==> config.mk <==
export PLATFORM = sky130hd
export DESIGN_NAME = draw_scheduler
export DESIGN_NICKNAME = d
export VERILOG_FILES = /design/src/rtl/draw_scheduler_pkg.sv /design/src/rtl/draw_chan_mux.sv /design/src/rtl/draw_scheduler.sv
export SDC_FILE = /design/constraint.sdc
export NUM_CORES = 1
export LEC_CHECK = 0
export CAP_MARGIN = 20
export CORE_MARGIN = 3
export CORE_UTILIZATION = 30
export CTS_BUF_LIST = sky130_fd_sc_hd__clkbuf_8
export DETAILED_ROUTE_END_ITERATION = 10
export GPL_ROUTABILITY_DRIVEN = 0
export PLACE_DENSITY_LB_ADDON = 0.05
export SETUP_SLACK_MARGIN = 0.2
export SLEW_MARGIN = 30
export SYNTH_ARGS = -nofsm -noshare
export SYNTH_HDL_FRONTEND = slang
export SYNTH_HIERARCHICAL = 1
export SYNTH_SLANG_ARGS = --single-unit
==> constraint.sdc <==
create_clock -name clk -period 3.1 [get_ports clk]
set_clock_uncertainty 0.05 [all_clocks]
set_input_delay 0.62 -clock clk [delete_from_list [all_inputs] [get_ports clk]]
set_output_delay 0.62 -clock clk [all_outputs]
set_load 0.02 [all_outputs]
==> src/rtl/draw_scheduler_pkg.sv <==
// rtl/draw_scheduler_pkg.sv - shared state encoding and constants for the draw scheduler
package draw_scheduler_pkg;

    typedef enum logic [2:0] {
        S_IDLE     = 3'd0,
        S_START    = 3'd1,
        S_WAIT     = 3'd2,
        S_NEXT     = 3'd3,
        S_INC      = 3'd4,
        S_INC_WAIT = 3'd5,
        S_FLIP     = 3'd6
    } state_t;

    localparam int LOGIC_DLY_DEF = 12;

    // Erase colour; truncated to the colour width at the point of use.
    localparam logic [31:0] BLACK = 32'd0;

endpackage

==> src/rtl/draw_chan_mux.sv <==
// rtl/draw_chan_mux.sv - selects the active drawer's pixel stream and forces black in the erase pass
module draw_chan_mux
    import draw_scheduler_pkg::*;
#(
    parameter int NCH = 3,
    parameter int XW  = 10,
    parameter int YW  = 10,
    parameter int CW  = 3,
    parameter int AW  = 2
) (
    input  logic [AW-1:0]     sel,
    input  logic              iscolour,
    input  logic              wr_gate,
    input  logic [NCH*XW-1:0] ch_x,
    input  logic [NCH*YW-1:0] ch_y,
    input  logic [NCH*CW-1:0] ch_colour,
    input  logic [NCH-1:0]    ch_wr,
    output logic [XW-1:0]     x,
    output logic [YW-1:0]     y,
    output logic [CW-1:0]     colour,
    output logic              wr
);

    logic [CW-1:0] sel_colour;
    logic          sel_wr;

    always_comb begin
        x          = '0;
        y          = '0;
        sel_colour = '0;
        sel_wr     = 1'b0;
        for (int i = 0; i < NCH; i++) begin
            if (sel == AW'(i)) begin
                x          = ch_x[i*XW +: XW];
                y          = ch_y[i*YW +: YW];
                sel_colour = ch_colour[i*CW +: CW];
                sel_wr     = ch_wr[i];
            end
        end
        colour = iscolour ? sel_colour : BLACK[CW-1:0];
        wr     = wr_gate & sel_wr;
    end

endmodule

==> src/rtl/draw_scheduler.sv <==
// rtl/draw_scheduler.sv - per-frame erase/logic/colour sequencer over NCH draw engines
module draw_scheduler
    import draw_scheduler_pkg::*;
#(
    parameter int NCH       = 3,
    parameter int XW        = 10,
    parameter int YW        = 10,
    parameter int CW        = 3,
    parameter int TOW       = 20,
    parameter int LOGIC_DLY = LOGIC_DLY_DEF,
    localparam int AW       = (NCH > 1) ? $clog2(NCH) : 1
) (
    input  logic               clk,
    input  logic               reset,
    input  logic               frame_tick,
    input  logic [NCH-1:0]     erase_mask,
    input  logic [NCH*TOW-1:0] ch_timeout,
    input  logic [NCH-1:0]     ch_done,
    input  logic [NCH*XW-1:0]  ch_x,
    input  logic [NCH*YW-1:0]  ch_y,
    input  logic [NCH*CW-1:0]  ch_colour,
    input  logic [NCH-1:0]     ch_wr,
    output logic [NCH-1:0]     ch_go,
    output logic [XW-1:0]      x,
    output logic [YW-1:0]      y,
    output logic [CW-1:0]      colour,
    output logic               writeEn,
    output logic               iscolour,
    output logic               inc_enable,
    output logic [AW-1:0]      active_ch,
    output logic               busy,
    output logic               overrun
);

    state_t         state_q, state_d;
    logic [AW-1:0]  active_q, active_d;
    logic           iscolour_q, iscolour_d;
    logic [TOW-1:0] cnt_q, cnt_d;
    logic           overrun_q;

    logic [NCH-1:0] pass_mask;
    logic           first_found, next_found;
    logic [AW-1:0]  first_idx, next_idx;
    logic [TOW-1:0] cur_timeout;
    logic           cur_done;
    logic [TOW-1:0] cnt_inc;
    logic           wait_exit;

    // Masking only applies to the erase pass; every channel paints in the colour pass.
    always_comb begin
        pass_mask   = iscolour_q ? '0 : erase_mask;
        first_found = 1'b0;
        first_idx   = '0;
        next_found  = 1'b0;
        next_idx    = '0;
        for (int i = NCH - 1; i >= 0; i--) begin
            if (!pass_mask[i]) begin
                first_found = 1'b1;
                first_idx   = AW'(i);
                if (i > int'(active_q)) begin
                    next_found = 1'b1;
                    next_idx   = AW'(i);
                end
            end
        end
    end

    always_comb begin
        cur_timeout = '0;
        cur_done    = 1'b0;
        for (int i = 0; i < NCH; i++) begin
            if (active_q == AW'(i)) begin
                cur_timeout = ch_timeout[i*TOW +: TOW];
                cur_done    = ch_done[i];
            end
        end
    end

    assign cnt_inc   = (cnt_q == '1) ? cnt_q : cnt_q + TOW'(1);
    // A done pulse wins over a simultaneous timeout; both simply leave S_WAIT.
    assign wait_exit = cur_done ||
                       ((cur_timeout != '0) && (cnt_q == cur_timeout - TOW'(1)));

    always_comb begin
        state_d    = state_q;
        active_d   = active_q;
        iscolour_d = iscolour_q;
        cnt_d      = cnt_q;
        case (state_q)
            S_IDLE: begin
                if (frame_tick) begin
                    if (first_found) begin
                        active_d = first_idx;
                        state_d  = S_START;
                    end else begin
                        state_d  = S_INC;
                    end
                end
            end
            S_START: begin
                cnt_d   = '0;
                state_d = S_WAIT;
            end
            S_WAIT: begin
                cnt_d = cnt_inc;
                if (wait_exit) begin
                    state_d = S_NEXT;
                end
            end
            S_NEXT: begin
                if (next_found) begin
                    active_d = next_idx;
                    state_d  = S_START;
                end else begin
                    state_d  = iscolour_q ? S_FLIP : S_INC;
                end
            end
            S_INC: begin
                cnt_d   = '0;
                state_d = S_INC_WAIT;
            end
            S_INC_WAIT: begin
                cnt_d = cnt_inc;
                if (cnt_q >= TOW'(LOGIC_DLY - 1)) begin
                    state_d = S_FLIP;
                end
            end
            S_FLIP: begin
                iscolour_d = !iscolour_q;
                active_d   = '0;
                state_d    = iscolour_q ? S_IDLE : S_START;
            end
            default: begin
                state_d = S_IDLE;
            end
        endcase
    end

    always_ff @(posedge clk) begin
        if (reset) begin
            state_q    <= S_IDLE;
            active_q   <= '0;
            iscolour_q <= 1'b0;
            cnt_q      <= '0;
            overrun_q  <= 1'b0;
        end else begin
            state_q    <= state_d;
            active_q   <= active_d;
            iscolour_q <= iscolour_d;
            cnt_q      <= cnt_d;
            if (frame_tick && (state_q != S_IDLE)) begin
                overrun_q <= 1'b1;
            end
        end
    end

    // Start pulses are suppressed while reset is held so a reset cannot launch a drawer.
    always_comb begin
        ch_go = '0;
        for (int i = 0; i < NCH; i++) begin
            if ((state_q == S_START) && !reset && (active_q == AW'(i))) begin
                ch_go[i] = 1'b1;
            end
        end
    end

    assign inc_enable = (state_q == S_INC) && !reset;
    assign busy       = (state_q != S_IDLE);
    assign iscolour   = iscolour_q;
    assign active_ch  = active_q;
    assign overrun    = overrun_q;

    draw_chan_mux #(
        .NCH (NCH),
        .XW  (XW),
        .YW  (YW),
        .CW  (CW),
        .AW  (AW)
    ) u_mux (
        .sel       (active_q),
        .iscolour  (iscolour_q),
        .wr_gate   (state_q == S_WAIT),
        .ch_x      (ch_x),
        .ch_y      (ch_y),
        .ch_colour (ch_colour),
        .ch_wr     (ch_wr),
        .x         (x),
        .y         (y),
        .colour    (colour),
        .wr        (writeEn)
    );

endmodule

==> results.md, run 1 <==
* Status: finished, final reports clean
* CTS Buf Count at 3
* GRT met2 Usage at between 30% and 40%
* PD cells at 485 nW/um^2
* Crit path DAT at 3170 ps
* Worst slew pin tran at 510 ps
* Vias in the first global route at about 4200
* Std cell rows at 39
* CTS tree: done
* Port Buffer Count at 173
* Residual DRC count at 0
* Initial Utilization at 30.8%
* Hold depth at 2
* Tmin final at 3020 ps
* Final Instance Count excl. Fillers at approximately 810
* Period utilization at 97.3%
* Most Crowded Layer GR: met2
* Largest cells by area after synthesis: dfxtp_1, mux2i_1, o21ai_0
* Crit start category: input port
* EDFF count, synth at 0
* Synthesized area per cell at 7.65 um^2
* GR Util All Layers at 21.1%
* Max-cap violations at 0
* H-tree levels at 1
* WS Path Type: input port to flop
* Clock Sinks at 27
* Synthesis-to-finish area growth at 65.2%
* WHS at 427 ps
* Initial DRC count at 178
* Die area at ~13000 um^2
* Final net count at 809
* Most common cell after layout, fill and taps aside: clkdlybuf4s50_1
* Clock Tree Buf Depth at 2
* Max FO, Critical Path at 2
* Final wirelength at 14.4 mm
* Worst r2r src: active_ch[0]$_SDFFE_PP0P_
* Fin. max-slew vios at 0
* Area of the mapped netlist at 3530 um^2
* WL/cell at 17.8 um
* Met3 GRT Util at 3.07%
* DPL Wire Length at 11.8 mm
* Filler cells at 1139
* Hold Buf Count CTS at 0
* Layout cells sized above 1 at about 14%
* Clock transition at path regs at 100 ps
* Hold WC Path Type: flop to flop
* R2R depth at 11
* Ys flop type: dfxtp_1
* Critical path capture point type: flop
* IO Count at 174
* Antenna violations before repair at 0
* Worst setup margin at about 84 ps
* Post-synthesis sequential area ratio at 15.3%
* Post-route ant nets at 0
* RSZ-0062 raised after global routing: true
* Post-synth ARST share at 0%
* Largest net degree at the start of global routing at 31
* Clock Latency Late Sink at 280 ps
* Req. time, crit path at 3250 ps
* Core Area at 11500 um^2
* Leading area contributor after synthesis: dfxtp_1
* Via count at between 4000 and 5000
* GRT Residual Overflow at 0
* Worst Setup SP: ch_timeout[41]
* CTS Root Cell: clkbuf_8
* Pre-CTS setup slack at -319 ps
* Cell count after placement at 797
* Avg Vias per Cell at 5.26
* Mapped Cells at 462
* Leak at 0.00218 uW
* Router iterations before antenna repair at 4
* Max Fclk at ~330 MHz
* Synth Register Bits at 27
* Final setup viols at 0
* Yosys warns at 6
* Total nets after synthesis at ~600
* Hold Path Origin: overrun$_SDFFE_PP0P_
* Number of diodes at 0
* GR Util met1 at 26.4%
* Maximum vdd drop at between 0.3 and 0.4 mV
* Die width at approximately 110 um
* Most frequent cells in the layout: clkdlybuf4s50_1, buf_4, mux2i_1
* Total power at 2830 uW
* Rel. slew slack at 65.9%
* Final setup TNS at 0 ps
* Die Ht at 115 um
* First-pass GRT wire length at 22.5 mm
* Synth top area share at between 15 and 20%
* Final Hold Viols at 0
* Yosys cell types at 67
[flip-flops by register name, indices dropped and copies added, names as in the netlist]
| name | flops |
|---|---|
| active_ch | 2 |
| cnt_q | 20 |
| iscolour | 1 |
| overrun | 1 |
| state_q | 3 |
[cells by family after synthesis]
logic type               after synthesis  synth area share [%]
AO/OA/AOI/OAI                        118                  25.1
XOR/XNOR                              27                  6.69
adder cells (fa/ha/maj)                3                  1.06
buffers and inverters                 46                  7.33
flip-flops                            27                  15.3
multiplexers                          51                  14.5
AND/OR/NAND/NOR                      190                  30.0
[synth_stat cells (5+ instances only)]
cell / n
clkbuf_1: 18
dfxtp_1: 27
nor2_1: 35
nand2_1: 40
or3_1: 5
nand2b_1: 7
xor2_1: 14
and2_1: 8
xnor2_1: 13
a21oi_1: 19
nand3b_1: 6
inv_1: 15
nor3_1: 13
nor3b_1: 5
nor4_1: 12
o2bb2ai_1: 6
o21ai_0: 34
nand3_1: 21
a211oi_1: 6
buf_6: 8
o2bb2ai_2: 9
nand4_1: 10
and3_1: 5
mux2i_1: 49
[metal layers]
layer,routed length (um),vias up
met1,6130,1980
met5,0,-
met2,7150,116
li1,-,2141
met3,883,10
met4,193,0
[final cells by class]
cell class                      instances  area (um^2)  area share, %
Multi-Input combinational cell        389         2780           47.6
Timing Repair Buffer                  229         2230           38.2
Sequential cell                        27          546           9.34
Tap cell                              143          179           3.06
Inverter                               15         56.3          0.964
Clock buffer                            3         41.3          0.707
Clock inverter                          1         5.00         0.0857
[power by group]
part	switching, uW	total, uW	leakage (uW)	internal [uW]
Combinational	1140	2190	0.00193	1050
Sequential	61.2	434	0.000220	373
Clock	117	207	0.0000255	90.3
[stage by stage]
| stage | area (um^2) | utilization [%] |
|---|---|---|
| 4_1_cts | 5800 | 50.6 |
| 6_report | 5840 | 50.9 |
| 5_1_grt | 5840 | 50.9 |
| 2_1_floorplan | 3540 | - |
| 3_5_place_dp | 5650 | 49.3 |
| 3_3_place_gp | 5650 | 49.3 |
[what timing repair did]
item	CTS	global route
pin swaps	12	0
setup endpoints to repair	15	25
cloned	0	0
buffers inserted	6	0
resized for setup	17	15
[path summary, 6_finish.rpt]
kind	end	slack [ps]
setup reg to reg	state_q[0]$_SDFFE_PP0P_	160
setup / recovery	state_q[0]$_SDFFE_PP0P_	80
hold / removal	overrun$_SDFFE_PP0P_	430
hold reg to reg	overrun$_SDFFE_PP0P_	430
[critical path: stages]
cell             delay, ps
clkdlybuf4s50_1        480
o2bb2ai_2              130
inv_2                   80
ha_4                   170
xor2_1                 150
xnor2_1                190
o2111ai_1              140
or4_4                  570
a2111oi_4              250
o2111ai_2              160
o31ai_2                220
Note: power is estimated with default switching activity, not from simulation.
==> inputs of run 2 (changes only) <==
Settings changed: SKIP_CTS_REPAIR_TIMING set to 1.
==> results.md, run 2 (synthesis results as in run 1) <==
* Flop pwr share at 15.1% (-0.2 points)
* Pint at 1520 uW (about the same)
* Maximum vdd drop at 0.311 mV (-1.2%)
* DPL Wire Length at 11.8 mm (unchanged)
* Clock Latency Late Sink at 280 ps (about the same)
* Clock share of power at 7.3% (about the same)
* CTS Root Cell: clkbuf_8
* Hold WC Path Type: flop to flop
* Tmin final at 3050 ps (+36.6 ps)
* Antenna violations before repair at 0 (unchanged)
* Vias in the first global route at 4175 (-1.2%)
* PD cells at 486 nW/um^2 (+0.30%)
* Port Buffer Count at 173 (unchanged)
* Total power at 2840 uW (+0.32%)
* Number of diodes at 0 (unchanged)
* Area of the multi-input gates at 2790 um^2 (+0.49%)
* Highest routed layer: met4
* Req. time, crit path at 3250 ps (about the same)
* Crit start category: input port
* Switching power of the nets at 1320 uW (+0.58%)
* Clock Tree Buf Depth at 2 (unchanged)
* Layout cells sized above 1 at 13.8% (-0.088 points)
* Synthesis-to-finish area growth at 65.3% (about the same)
* CP Buf/Inv Count at 2 (unchanged)
* Final Hold Viols at 0 (unchanged)
* Die Ht at 115 um (unchanged)
* Avg Vias per Cell at 5.31 (+0.94%)
* Status: finished, final reports clean
* WHS at 427 ps (+0.158 ps)
* Leak at 0.00218 uW (+0.16%)
* Max Fclk at 328 MHz (-1.2%)
* WL/cell at 17.9 um (+0.81%)
* Metal3 WL at 899 um (+1.8%)
* Critical path, cell by cell: clkdlybuf4s50_1 -> o2bb2ai_2 -> inv_2 -> ha_4 -> xor2_2 -> xnor2_1 -> o2111ai_1 -> or4_4 -> a2111oi_4 -> o2111ai_2 -> o31ai_2
* Most frequent cells in the layout: clkdlybuf4s50_1, mux2i_1, buf_4
* Sequential cell area at 546 um^2 (unchanged)
* CTS Buf Count at 3 (unchanged)
* Worst slew pin tran at 514 ps (+3.95 ps)
* Die width at 115 um (unchanged)
* First-pass GRT wire length at 22.2 mm (-1.3%)
* RSZ-0062 raised after global routing: true
* Critical path capture point type: flop
* Rel. slew slack at 65.7% (-0.26 points)
* Crit path DAT at 3210 ps (+40 ps)
* Filler cells at 1134 (-0.44%)
* Core Area at 11500 um^2 (unchanged)
* GR Util All Layers at 20.8% (-0.25 points)
* CP peak stage delay at 570 ps (about the same)
* Crit path max-delay cell type: or4_4
* Final wirelength at 14.4 mm (+0.43%)
* Router iterations before antenna repair at 4 (unchanged)
* Clock Sinks at 27 (unchanged)
* Fin. max-slew vios at 0 (unchanged)
* Final setup viols at 0 (unchanged)
* Period utilization at 98.5% (+1.2 points)
* Via count at 4271 (+0.57%)
* Register name with the most flops: cnt_q
* Die area at 13100 um^2 (unchanged)
* Largest net degree at the start of global routing at 31 (unchanged)
* IO Count at 174 (unchanged)
* Top delay family on crit path: compound AO/OA/AOI/OAI gates
* GRT Residual Overflow at 0 (unchanged)
* Final net count at 806 (-0.37%)
* Met2 WL at 7.17 mm (+0.34%)
* CTS tree: done
* WS Path Type: input port to flop
* Clock transition at path regs at 100 ps (about the same)
* Post-route ant nets at 0 (unchanged)
* Sw Share at 46.6% (+0.12 points)
* Initial Utilization at 30.8% (unchanged)
* DRT met1 WL at 6.15 mm (+0.36%)
* H-tree levels at 1 (unchanged)
* Initial DRC count at 187 (+5.1%)
* Largest register FFs at 20 (unchanged)
* Std cell rows at 39 (unchanged)
* Combinational power share at 77.6% (+0.3 points)
* Max FO, Critical Path at 2 (unchanged)
* Max-cap violations at 0 (unchanged)
* Residual DRC count at 0 (unchanged)
* Final setup TNS at 0 ps (unchanged)
* Most common cell after layout, fill and taps aside: clkdlybuf4s50_1
==> run 2: path summary, 6_finish.rpt <==
check / to / cells past startpoint / slack (ps) / from
worst max-delay path: state_q[0]$_SDFFE_PP0P_ / 11 / 50 / ch_timeout[41]
worst min-delay path: overrun$_SDFFE_PP0P_ / 2 / 430 / overrun$_SDFFE_PP0P_
worst max register to register: state_q[0]$_SDFFE_PP0P_ / 12 / 150 / active_ch[0]$_SDFFE_PP0P_
worst min register to register: overrun$_SDFFE_PP0P_ / 2 / 430 / overrun$_SDFFE_PP0P_
==> run 2: power by group through the flow <==
| stage | Combinational (uW) | Clock [uW] | Sequential (uW) |
|---|---|---|---|
| after floorplan | 1290 | 0 | 419 |
| after global placement | 2080 | 0 | 446 |
| after detailed placement | 2110 | 0 | 446 |
| after CTS | 2120 | 217 | 438 |
| after global routing | 2380 | 227 | 433 |
| final | 2200 | 208 | 428 |
==> run 2: worst min-delay path, stage by stage (launching register included) <==
cell and delay, ps:
dfxtp_1 340, a21oi_1 40, nor2_1 70
==> run 2: per-stage QoR <==
step | utilization (%) | instances | worst slack, ps | instance area [um^2]
after global routing | 50.9 | 804 | -47.6 | 5840
after CTS | 49.7 | 801 | -29.2 | 5700
after global placement | 49.3 | 797 | -210 | 5650
after floorplan | - | 462 | 207 | 3540
final | 50.9 | 804 | 47.1 | 5840
after detailed placement | 49.3 | 797 | -319 | 5650
==> run 2: area by class of cell <==
type,count,share of cell area [%]
flip-flops and latches,27,9.34
inverters,15,0.964
clock inverters,1,0.0857
repair buffers,226,38.0
clock buffers,3,0.707
well taps,143,3.06
multi-input cells,389,47.8
==> run 2: per-layer routing <==
metal,GRT usage [%],vias up
met4,3.25,0
met3,3.07,10
met5,0,-
met1,26.1,2000
met2,38.2,126
li1,-,2135
==> inputs of run 3 (changes only) <==
Settings changed: MAX_ROUTING_LAYER set to met4.
==> results.md, run 3 (synthesis results as in run 1) <==
* WL/cell at 17.9 um (-0.11%)
* Max FO, Critical Path at 2 (unchanged)
* Max-cap violations at 0 (unchanged)
* Fin. max-slew vios at 0 (unchanged)
* Switching power of the nets at 1320 uW (about the same)
* Metal3 WL at 887 um (-1.3%)
* Critical path capture point type: flop
* PD cells at 486 nW/um^2 (about the same)
* Final net count at 806 (unchanged)
* Flop pwr share at 15.1% (about the same)
* Register name with the most flops: cnt_q
* Design area at 5840 um^2 (unchanged)
* Router iterations before antenna repair at 4 (unchanged)
* DPL Wire Length at 11.8 mm (unchanged)
* Post-route ant nets at 0 (unchanged)
* Avg Vias per Cell at 5.31 (about the same)
* CTS Buf Count at 3 (unchanged)
* H-tree levels at 1 (unchanged)
* WS Path Type: input port to flop
* Clock Tree Buf Depth at 2 (unchanged)
* Vias in the first global route at 4182 (+0.17%)
* Worst slew pin tran at 515 ps (+0.824 ps)
* GRT Residual Overflow at 0 (unchanged)
* Antenna violations before repair at 0 (unchanged)
* GR Util All Layers at 21.4% (+0.59 points)
* Initial DRC count at 175 (-6.4%)
* Req. time, crit path at 3250 ps (about the same)
* DRT met1 WL at 6.16 mm (about the same)
* Via count at 4269 (-0.047%)
* Tmin final at 3050 ps (+1.31 ps)
* Clock transition at path regs at 100 ps (about the same)
* IO Count at 174 (unchanged)
* Largest register FFs at 20 (unchanged)
* Final Hold Viols at 0 (unchanged)
* Period utilization at 98.5% (about the same)
* Clock Sinks at 27 (unchanged)
* Clock Latency Late Sink at 280 ps (about the same)
* Initial Utilization at 30.8% (unchanged)
* Clock share of power at 7.3% (about the same)
* Number of diodes at 0 (unchanged)
* Pint at 1520 uW (unchanged)
* Final wirelength at 14.4 mm (-0.11%)
* Placed inst area at 5650 um^2 (unchanged)
* Rel. slew slack at 65.6% (about the same)
* RSZ-0062 raised after global routing: true
* Std cell rows at 39 (unchanged)
* Crit start category: input port
* First-pass GRT wire length at 22.2 mm (about the same)
* Crit path DAT at 3210 ps (about the same)
* Max Fclk at 327 MHz (about the same)
* Residual DRC count at 0 (unchanged)
* Status: finished, final reports clean
* Die Ht at 115 um (unchanged)
* Synthesis-to-finish area growth at 65.3% (unchanged)
* CTS Root Cell: clkbuf_8
* CTS tree: done
* Met2 WL at 7.16 mm (about the same)
* Core Area at 11500 um^2 (unchanged)
* Sw Share at 46.6% (about the same)
* Largest net degree at the start of global routing at 31 (unchanged)
* Hold WC Path Type: flop to flop
* Port Buffer Count at 173 (unchanged)
* Layout cells sized above 1 at 13.8% (unchanged)
* Final setup viols at 0 (unchanged)
* Most frequent cells in the layout: clkdlybuf4s50_1, mux2i_1, buf_4
* Leak at 0.00218 uW (unchanged)
* Combinational power share at 77.6% (about the same)
* Highest routed layer: met4
* Maximum vdd drop at 0.311 mV (about the same)
* Die width at 115 um (unchanged)
* Final setup TNS at 0 ps (unchanged)
* Die area at 13100 um^2 (unchanged)
* Most common cell after layout, fill and taps aside: clkdlybuf4s50_1
## run 3: cell counts in the layout (fill, tap and decap cells not counted)
No cell type changed its count.
## run 3: path summary, 6_finish.rpt
path	endpoint	slack [ps]	cells past startpoint	from
min reg2reg	overrun$_SDFFE_PP0P_	430	2	overrun$_SDFFE_PP0P_
min	overrun$_SDFFE_PP0P_	430	2	overrun$_SDFFE_PP0P_
max reg2reg	state_q[0]$_SDFFE_PP0P_	140	12	active_ch[0]$_SDFFE_PP0P_
max	state_q[0]$_SDFFE_PP0P_	50	11	ch_timeout[41]
## run 3: power by group through the flow
stage                     registers, uW  clock network (uW)  logic, uW
final                               428                 208       2200
after floorplan                     419                   0       1290
after global placement              446                   0       2080
after detailed placement            446                   0       2110
after global routing                433                 227       2380
after CTS                           438                 217       2120
## run 3: per-layer routing
| metal | track usage [%] | vias up |
|---|---|---|
| li1 | - | 2133 |
| met1 | 26.1 | 2001 |
| met2 | 38.1 | 125 |
| met3 | 3.07 | 10 |
| met4 | 3.25 | 0 |
| met5 | - | - |
## run 3: critical path, stage by stage
cell and delay (ps):
clkdlybuf4s50_1 480, o2bb2ai_2 130, inv_2 80, ha_4 170
xor2_2 140, xnor2_1 210, o2111ai_1 150, or4_4 570
a2111oi_4 260, o2111ai_2 170, o31ai_2 220
## run 3: cell type report
cell class	count	area [um^2]
Clock buffer	3	41.3
Clock inverter	1	5.00
Fill cell	1132	5630
Inverter	15	56.3
Multi-Input combinational cell	389	2790
Sequential cell	27	546
Tap cell	143	179
Timing Repair Buffer	226	2220
## run 3: stage by stage
step                      util (%)  setup slack, ps  total power [uW]  cells  hold WS, ps
after floorplan                  -              207              1710    462          463
after global placement        49.3             -210              2530    797          414
after detailed placement      49.3             -319              2560    797          412
after CTS                     49.7            -29.2              2780    801          437
after global routing          50.9            -47.6              3040    804          460
final                         50.9             45.8              2840    804          427
